**src/rtl/bridge_cmd_dispatch_pkg.sv**
```systemverilog
// bridge_pkg: host command codes, handler indices, result codes and decode helper
package bridge_pkg;
  localparam logic [15:0] HOST_CMD_REQUEST_STATUS = 16'h0000;
  localparam logic [15:0] HOST_CMD_RESET_ENTER = 16'h0010;
  localparam logic [15:0] HOST_CMD_RESET_EXIT = 16'h0011;
  localparam logic [15:0] HOST_CMD_DATASLOT_READ = 16'h0080;
  localparam logic [15:0] HOST_CMD_DATASLOT_WRITE = 16'h0082;
  localparam logic [15:0] HOST_CMD_DATASLOT_COMPLETE = 16'h008A;
  localparam int NUM_CMDS = 5;
  typedef enum logic [2:0] {
    RESET_ENTER = 3'd0,
    RESET_EXIT = 3'd1,
    DATASLOT_READ = 3'd2,
    DATASLOT_WRITE = 3'd3,
    DATASLOT_COMPLETE = 3'd4
  } host_cmd_idx_e;
  typedef enum logic [1:0] {OK = 2'd0, REJECT = 2'd1, UNKNOWN = 2'd2, TIMEOUT = 2'd3} host_cmd_result_e;
  typedef enum logic [1:0] {IDLE, DECODE, DISPATCH, RESPOND} disp_state_e;
  typedef struct packed {
    logic known;
    logic internal;
    host_cmd_idx_e idx;
  } host_cmd_dec_t;
  function automatic host_cmd_dec_t host_cmd_decode(input logic [15:0] code);
    host_cmd_dec_t d;
    d = '{known: 1'b1, internal: 1'b0, idx: RESET_ENTER};
    case (code)
      HOST_CMD_REQUEST_STATUS: d.internal = 1'b1;
      HOST_CMD_RESET_ENTER: d.idx = RESET_ENTER;
      HOST_CMD_RESET_EXIT: d.idx = RESET_EXIT;
      HOST_CMD_DATASLOT_READ: d.idx = DATASLOT_READ;
      HOST_CMD_DATASLOT_WRITE: d.idx = DATASLOT_WRITE;
      HOST_CMD_DATASLOT_COMPLETE: d.idx = DATASLOT_COMPLETE;
      default: d.known = 1'b0;
    endcase
    return d;
  endfunction
endpackage

```
**src/rtl/bridge_cmd_dispatch_if.sv**
```systemverilog
// bridge_cmd_dispatch_if: host command and response handshakes
interface bridge_cmd_dispatch_if;
  logic cmd_valid;
  logic cmd_ready;
  logic [15:0] cmd_word;
  logic resp_valid;
  logic resp_ready;
  logic [31:0] resp_result;
  logic [31:0] resp_data;
  modport master(
    output cmd_valid, cmd_word, resp_ready,
    input cmd_ready, resp_valid, resp_result, resp_data
  );
  modport slave(
    input cmd_valid, cmd_word, resp_ready,
    output cmd_ready, resp_valid, resp_result, resp_data
  );
endinterface

```
**src/rtl/bridge_cmd_dispatch_param_buf.sv**
```systemverilog
// bridge_cmd_param_buf: staging parameter RAM plus snapshot register for the core
module bridge_cmd_param_buf #(
  parameter int PARAM_WORDS = 8,
  localparam int AW = $clog2(PARAM_WORDS)
) (
  input  logic clk,
  input  logic reset_n,
  input  logic we,
  input  logic [AW-1:0] addr,
  input  logic [31:0] wdata,
  input  logic snap,
  output logic [32*PARAM_WORDS-1:0] param
);
  logic [31:0] stage [PARAM_WORDS];
  logic [31:0] held [PARAM_WORDS];
  logic [31:0] nxt [PARAM_WORDS];
  // a write in the snapshot cycle is forwarded into the snapshot
  always_comb
    for (int i = 0; i < PARAM_WORDS; i++)
      nxt[i] = (we && addr == AW'(i)) ? wdata : stage[i];
  always_ff @(posedge clk or negedge reset_n)
    if (!reset_n)
      for (int i = 0; i < PARAM_WORDS; i++) begin
        stage[i] <= '0;
        held[i] <= '0;
      end
    else
      for (int i = 0; i < PARAM_WORDS; i++) begin
        stage[i] <= nxt[i];
        if (snap) held[i] <= nxt[i];
      end
  for (genvar g = 0; g < PARAM_WORDS; g++) begin : g_word
    assign param[g*32 +: 32] = held[g];
  end
endmodule

```
**src/rtl/bridge_cmd_dispatch.sv**
```systemverilog
// bridge_cmd_dispatch: host command responder; BRIDGE_CMD_TIMEOUT_EN bounds the DISPATCH wait
module bridge_cmd_dispatch
  import bridge_pkg::*;
#(
  parameter int PARAM_WORDS = 8,
  parameter int TIMEOUT_CYCLES = 1048576
) (
  input  logic clk,
  input  logic reset_n,
  input  logic param_we,
  input  logic [$clog2(PARAM_WORDS)-1:0] param_addr,
  input  logic [31:0] param_wdata,
  input  logic [31:0] core_status,
  output logic [NUM_CMDS-1:0] core_valid,
  output logic [32*PARAM_WORDS-1:0] core_param,
  input  logic core_done,
  input  logic core_reject,
  bridge_cmd_dispatch_if.slave host
);
  disp_state_e state_q, state_d;
  host_cmd_result_e result_q, result_d;
  logic [31:0] data_q, data_d;
  logic [15:0] cmd_q;
  logic accept, expire;
  host_cmd_dec_t dec;
  assign accept = host.cmd_valid && host.cmd_ready;
  assign dec = host_cmd_decode(cmd_q);
  assign host.cmd_ready = state_q == IDLE;
  assign host.resp_valid = state_q == RESPOND;
  assign host.resp_result = {30'b0, result_q};
  assign host.resp_data = data_q;
  assign core_valid = state_q == DISPATCH ? NUM_CMDS'(1) << dec.idx : '0;
  bridge_cmd_param_buf #(.PARAM_WORDS(PARAM_WORDS)) u_param_buf (
    .clk(clk),
    .reset_n(reset_n),
    .we(param_we),
    .addr(param_addr),
    .wdata(param_wdata),
    .snap(accept),
    .param(core_param)
  );
`ifdef BRIDGE_CMD_TIMEOUT_EN
  localparam int CW = $clog2(TIMEOUT_CYCLES + 1);
  logic [CW-1:0] cnt_q;
  // the last DISPATCH cycle is the one whose increment would reach the limit
  assign expire = cnt_q == CW'(TIMEOUT_CYCLES - 1);
  always_ff @(posedge clk or negedge reset_n)
    if (!reset_n) cnt_q <= '0;
    else cnt_q <= state_q == DISPATCH ? cnt_q + 1'b1 : '0;
`else
  assign expire = 1'b0;
`endif
  always_comb begin
    state_d = state_q;
    result_d = result_q;
    data_d = data_q;
    case (state_q)
      IDLE: state_d = host.cmd_valid ? DECODE : IDLE;
      DECODE: begin
        state_d = dec.known && !dec.internal ? DISPATCH : RESPOND;
        result_d = dec.known ? OK : UNKNOWN;
        data_d = dec.internal ? core_status : '0;
      end
      DISPATCH:
        if (core_done || expire) begin
          state_d = RESPOND;
          result_d = !core_done ? TIMEOUT : core_reject ? REJECT : OK;
        end
      RESPOND:
        if (host.resp_ready) begin
          state_d = IDLE;
          result_d = OK;
          data_d = '0;
        end
      default: state_d = IDLE;
    endcase
  end
  always_ff @(posedge clk or negedge reset_n)
    if (!reset_n) begin
      state_q <= IDLE;
      result_q <= OK;
      data_q <= '0;
      cmd_q <= '0;
    end else begin
      state_q <= state_d;
      result_q <= result_d;
      data_q <= data_d;
      if (accept) cmd_q <= host.cmd_word;
    end
endmodule

```
**src/flat_wrapper.sv**
```systemverilog
// flat-port wrapper written by rule: the top's interface ports become plain ports
module bridge_cmd_dispatch_flat import bridge_pkg::*;
#(
  parameter int PARAM_WORDS = 8,
  parameter int TIMEOUT_CYCLES = 1048576
)
  (clk, reset_n, param_we, param_addr, param_wdata, core_status, core_valid, core_param, core_done, core_reject, host_cmd_valid, host_cmd_word, host_resp_ready, host_cmd_ready, host_resp_valid, host_resp_result, host_resp_data);
  bridge_cmd_dispatch_if host_i ();
  input  logic clk;
  input  logic reset_n;
  input  logic param_we;
  input  logic [$clog2(PARAM_WORDS)-1:0] param_addr;
  input  logic [31:0] param_wdata;
  input  logic [31:0] core_status;
  output logic [NUM_CMDS-1:0] core_valid;
  output logic [32*PARAM_WORDS-1:0] core_param;
  input  logic core_done;
  input  logic core_reject;
  input wire logic [$bits(host_i.cmd_valid)-1:0] host_cmd_valid;
  input wire logic [$bits(host_i.cmd_word)-1:0] host_cmd_word;
  input wire logic [$bits(host_i.resp_ready)-1:0] host_resp_ready;
  output wire logic [$bits(host_i.cmd_ready)-1:0] host_cmd_ready;
  output wire logic [$bits(host_i.resp_valid)-1:0] host_resp_valid;
  output wire logic [$bits(host_i.resp_result)-1:0] host_resp_result;
  output wire logic [$bits(host_i.resp_data)-1:0] host_resp_data;
  assign host_i.cmd_valid = host_cmd_valid;
  assign host_i.cmd_word = host_cmd_word;
  assign host_i.resp_ready = host_resp_ready;
  assign host_cmd_ready = host_i.cmd_ready;
  assign host_resp_valid = host_i.resp_valid;
  assign host_resp_result = host_i.resp_result;
  assign host_resp_data = host_i.resp_data;
  bridge_cmd_dispatch #(.PARAM_WORDS(PARAM_WORDS), .TIMEOUT_CYCLES(TIMEOUT_CYCLES)) u_core (.clk(clk), .reset_n(reset_n), .param_we(param_we), .param_addr(param_addr), .param_wdata(param_wdata), .core_status(core_status), .core_valid(core_valid), .core_param(core_param), .core_done(core_done), .core_reject(core_reject), .host(host_i));
endmodule
```
**config.mk**
```make
export PLATFORM = sky130hd
export DESIGN_NAME = bridge_cmd_dispatch_flat
export DESIGN_NICKNAME = d
export VERILOG_FILES = /design/src/rtl/bridge_cmd_dispatch_pkg.sv /design/src/rtl/bridge_cmd_dispatch_if.sv /design/src/rtl/bridge_cmd_dispatch_param_buf.sv /design/src/rtl/bridge_cmd_dispatch.sv /design/src/flat_wrapper.sv
export SDC_FILE = /design/constraint.sdc
export NUM_CORES = 1
export LEC_CHECK = 0
export ABC_AREA = 1
export CORE_MARGIN = 1
export CORE_UTILIZATION = 40
export DETAILED_ROUTE_END_ITERATION = 8
export DONT_BUFFER_PORTS = 1
export GPL_TIMING_DRIVEN = 1
export HOLD_SLACK_MARGIN = 0.15
export PLACE_DENSITY = 0.53
export SYNTH_ARGS = -nofsm -noshare
export SYNTH_HDL_FRONTEND = slang
export SYNTH_SLANG_ARGS = --single-unit
```
**constraint.sdc**
```tcl
create_clock -name clk -period 2.4 [get_ports clk]
set_clock_uncertainty 0.2 [all_clocks]
set_input_delay 0.48 -clock clk [delete_from_list [all_inputs] [get_ports clk]]
set_output_delay 0.48 -clock clk [all_outputs]
set_load 0.05 [all_outputs]
```
# [Yosys cells after proc, flatten, opt, wreduce, memory -nomap -nowiden]
# Cells that the tools add are included.
[word_totals] out_inout_bits=327 reg_bits=564 elab_cells=82 inputBits=90
[op_classes] n_eq_ne=17 shift=1 mux=24 reduce_logical=20
[ops] operator="$mux 32" n=10
[ops] operator="$pmux 32 s2" n=1
[ops] operator="$eq 16x8->1 const B" n=3
[ops] operator="$eq 16x5->1 const B" n=2
[ops] operator="$logic_not 16->1" n=1
[ops] operator="$eq 3x3->1 const B" n=4
[ops] operator="$pmux 3 s4" n=1
[ops] operator="$logic_and 1x1->1" n=10
[ops] operator="$mux 2" n=4
[ops] operator="$pmux 2 s4" n=1
[ops] operator="$eq 3x2->1 const B" n=2
[ops] operator="$pmux 2 s3" n=1
[ops] operator="$reduce_or 6->1" n=1
[ops] operator="$mux 1" n=5
[ops] operator="$mux 5" n=1
[ops] operator="$shl 1x3->5 const A" n=1
[ops] operator="$eq 2x2->1 const B" n=2
[ops] operator="$ne 2x2->1 const B" n=2
[ops] operator="$reduce_and 2->1" n=2
[ops] operator="$eq 3x1->1 const B" n=1
[ops] operator="$logic_not 3->1" n=1
[ops] operator="$reduce_and 3->1" n=1
[ops] operator="$reduce_bool 3->1" n=1
[ops] operator="$eq 2x1->1 const B" n=1
[ops] operator="3 further kinds" n=3

# [Longest topological paths before layout]
[logic_depth] depth_word=6 mapped_depth=10 mapped_depth_nobuf=10

# [Cells and area by module]
# From an unflattened synthesis, not the netlist that was laid out.
[hier_totals] hier_cells=2816 hier_area_um2=24569.8
[by_module_without_submodules] module="bridge_cmd_param_buf" seq_area_each_um2=12812.3 cells_each=2489 area_each_um2=21698.3 instances=1
[by_module_without_submodules] module="bridge_cmd_dispatch" seq_area_each_um2=1301.2 cells_each=327 area_each_um2=2871.5 instances=1

# [Worst setup path after synthesis]
# No wires, ideal clock.
[synth_timing] kind="register to output" start="register u_core.cmd_q[15]" end="output core_valid[2]" n_path_buf=0 t_arrival_ps=1787 slack_ps=-67 path_stages_with_launch=8 cell_sequence="dfrtp_1 > nor2_1 > nand2_1 > nor2_1 > o21ai_0 > inv_1 > nand2_1 > nor2_1"
[synth_via] elab_chain_cells=4 elab_cells_between_ends=7
[synth_rtl] element="from (decl)" line_no="bridge_cmd_dispatch.sv:23" text="logic [15:0] cmd_q;"
[synth_rtl] element="from (signal assigned)" line_no="bridge_cmd_dispatch.sv:88" text="if (accept) cmd_q <= host.cmd_word;"
[synth_rtl] element="$eq 16x8->1 / $eq 16x5->1 (equally long branches)" line_no="bridge_cmd_dispatch_pkg.sv:27" text="case (code)"
[synth_rtl] element="$pmux 3 s4 *" line_no="bridge_cmd_dispatch_pkg.sv:27"
[synth_rtl] element="$shl 1x3->5 *" line_no="bridge_cmd_dispatch.sv:32" text="assign core_valid = state_q == DISPATCH ? NUM_CMDS'(1) << dec.idx : '0;"
[synth_rtl] element="$mux 5 *" line_no="bridge_cmd_dispatch.sv:32"
[synth_rtl] element="to (decl)" line_no="flat_wrapper.sv:15" text="output logic [NUM_CMDS-1:0] core_valid;"
# Mark *: on every way between the ends. The rest lies on a longest branch, timed or not.

# [Worst setup path after layout]
[layout_timing] start="register u_core.cmd_q[5]" end="output core_valid[2]"
# The elaborated chain is that of the path after synthesis.

==> impl_metrics.toml <==
[outcome]
status = "finished with violations"
violations = "negative hold slack, max-slew violations, negative setup slack"

[logic_synthesis]
yosys_warnings = 0
yosys.area.top_type = "dfrtp_1"
ys_seq_area_share_pct = 66.4
synth_commonest_cells = "nand2_1, dfrtp_1, o21ai_0, inv_1, clkbuf_1"
synthDominantCellAreaShare_pct = 66.4
ys_ff_latch = 564
ys.flop_type = "dfrtp_1"
synth.top_cells.by_area = "dfrtp_1, nand2_1, o21ai_0"
synth.avg_cell_area_um2 = 9.37
syn_area_mm2 = 0.0213
synthArstFlopShare_pct = 100
synth_cells = 2269
synth_edf_count = 0
ys_types = 26
yosysMostFrequentCell = "nand2_1"

[grt]
grt_max_degree = 565
antenna_found_initial = 0
grt_overflow = 0
grt_pass1_vias = 14900
grt_pass1_wl_um = 87200
grt_usage_pct = 20.6

[detailed_routing]
via_count = 14900
drc = 0
drt-initial-drc-count = 1271
drt-total-wl_um = 55800
routedWlPerCell_um = 18.1
via_per_inst = 4.83
postRouteAntennaNets = 0
dr.pass1.iters = 5

[power_and_ir_drop]
peakVddDrop_mv = 0.726
p_leak_uw = 0.0129
powerDensity_mw_per_mm2 = 1390

[placed_design]
gp_congestion = 0.846
numPortBuffers = 0
placed_area_mm2 = 0.0221
hpwl_um = 34700
placed_cells = 2887
post-place-ws_ps = -0.419

[clocking]
cts_buffers = 58
cts_tree = "built"
cts_root_buf = "clkbuf_16"
insertion_delay_ps = 600
h-tree-depth = 2
clock-sinks = 564
cts.clk_slew.worst_paths_ps = 60
clockBufferDepth = 3
holdBufCountCts = 87

[cells_and_area]
fin_cells = 3081
design_area_mm2 = 0.0250
area_delta_synth_final_pct = 17.7
drive_gt1_share_pct = 8.20
nets = 2443

[worst_setup_path]
worstSetupEndpointType = "output pin"
reg2reg_from = "u_core.state_q[0]$_DFFE_PN0P_"
r2r_slack_ps = 70
critPathKind = "flop to output pin"
reg2reg_depth = 8
r2r-end = "u_core.result_q[0]$_DFFE_PN0P_"
crit_required_ps = 1720
startpoint_type = "flop"
arrival_ps = 2050
cp_max_fo = 3

[die]
core-area_mm2 = 0.0526
dieArea_mm2 = 0.0541
fp.dieH_um = 233
initial_core_util_pct = 40.5
die_w_um = 233
io_pins = 417
rows = 84

[sta]
period_needed_ps = 2730
worst_pin_slew_ps = 1540
fmax_mhz = 366
finalHoldViolCount = 564
setup_viol = 5
slew_violations = 77
final.period_utilization_pct = 114
timing.final.ws_setup_ps = -329
grt_setup_unrepaired = "yes"
relSlewSlack_pct = -2.76
hold_slack_ps = -619
fin_tns_setup_ps = -1520

[flow_run]
maxCapViolCount = 0

[min_path]
min_path_type = "primary input to async pin"
## registers in the layout, indices dropped and copies added (netlist names)
| register | count |
|---|---|
| u_core.cmd_q | 16 |
| u_core.state_q | 2 |
| u_core.u_param_buf.stage | 256 |
| u_core.u_param_buf.param | 256 |
| u_core.result_q | 2 |
| u_core.host.resp_data | 32 |
## where the power goes
group | switching [µW] | internal [µW] | leakage, µW
clock network | 3670 | 5560 | 0.000967
registers | 8110 | 12100 | 0.00716
logic | 3430 | 1910 | 0.00474
## layout by cell type, fill, tap and decap left out, drive strengths merged
cell	count
nand4	2
nor2	60
a21oi	34
o21ai	273
conb	30
diode	2
or2	1
nand2	1092
inv	88
clkbuf	85
nor3	3
bufinv	6
dlygate4sd3	87
dfrtp	564
nor4	1
nand3	5
buf	47
clkinvlp	1
ha	4
clkinv	8
## layer usage
metal / part of all wire [%] / global-route usage (%) / up-vias
met4: 1.6 / 4.39 / 0
met3: 8.3 / 6.99 / 74
met2: 46 / 32.6 / 402
met5: 0 / 0 / -
li1: - / - / 7162
met1: 44 / 27.5 / 7247
## metrics by stage
step | utilization [%] | power (µW)
2_1_floorplan | - | 23400
3_3_place_gp | 42.0 | 25400
3_5_place_dp | 42.0 | 25600
4_1_cts | 47.6 | 35100
5_1_grt | 47.6 | 36600
6_report | 47.6 | 34800
## kinds of logic (layout without fill, tap and decap cells)
family,Yosys count,in the layout,share of synthesized area (%)
other,1,32,0.0176
DFF,564,564,66.4
AOI/OAI and AO/OA,307,307,7.72
and+or+nand+nor,1164,1164,20.8
buffers and inverters,229,322,4.88
adders and majority gates,4,4,0.235
## what timing repair did
action | 4_1_cts | 5_1_grt
pin swaps | 7 | 8
endpoints found under the setup margin | 5 | 6
resized for setup | 17 | 10
hold endpoints to repair | 808 | 564
setup buffers | 3 | 0
## final cells by class
type                    count  area, µm²
fillers                  4937      27500
flip-flops and latches    564      14100
multi-input cells        1505       6320
clock buffers              85       1710
repair buffers            134       1450
well taps                 688        861
inverters                  86        330
clock inverters            17        245
diodes                      2       5.00
## worst max path at each step
stage / endpoint / slack [ps] / cells after the start / startpoint
after global placement: core_valid[2] / 30 / 9 / u_core.cmd_q[11]$_DFFE_PN0P_
final: core_valid[2] / -330 / 10 / u_core.cmd_q[5]$_DFFE_PN0P_
after CTS: core_valid[1] / -390 / 9 / u_core.cmd_q[10]$_DFFE_PN0P_
after global routing: core_valid[2] / -470 / 9 / u_core.cmd_q[14]$_DFFE_PN0P_
after floorplan: core_valid[1] / -4 / 7 / u_core.cmd_q[15]$_DFFE_PN0P_
after detailed placement: core_valid[2] / -0.4 / 9 / u_core.cmd_q[13]$_DFFE_PN0P_
## critical path, stage by stage, from the launching register on
cell and delay, ps:
dfrtp_1 400, nor2_1 140, inv_1 70, nor2_1 130, nand2_1 100, inv_1 130
o21ai_4 70, inv_2 80, nand2_2 60, nor2_4 130, buf_12 140
No activity file was read; power rests on OpenSTA's default activity.
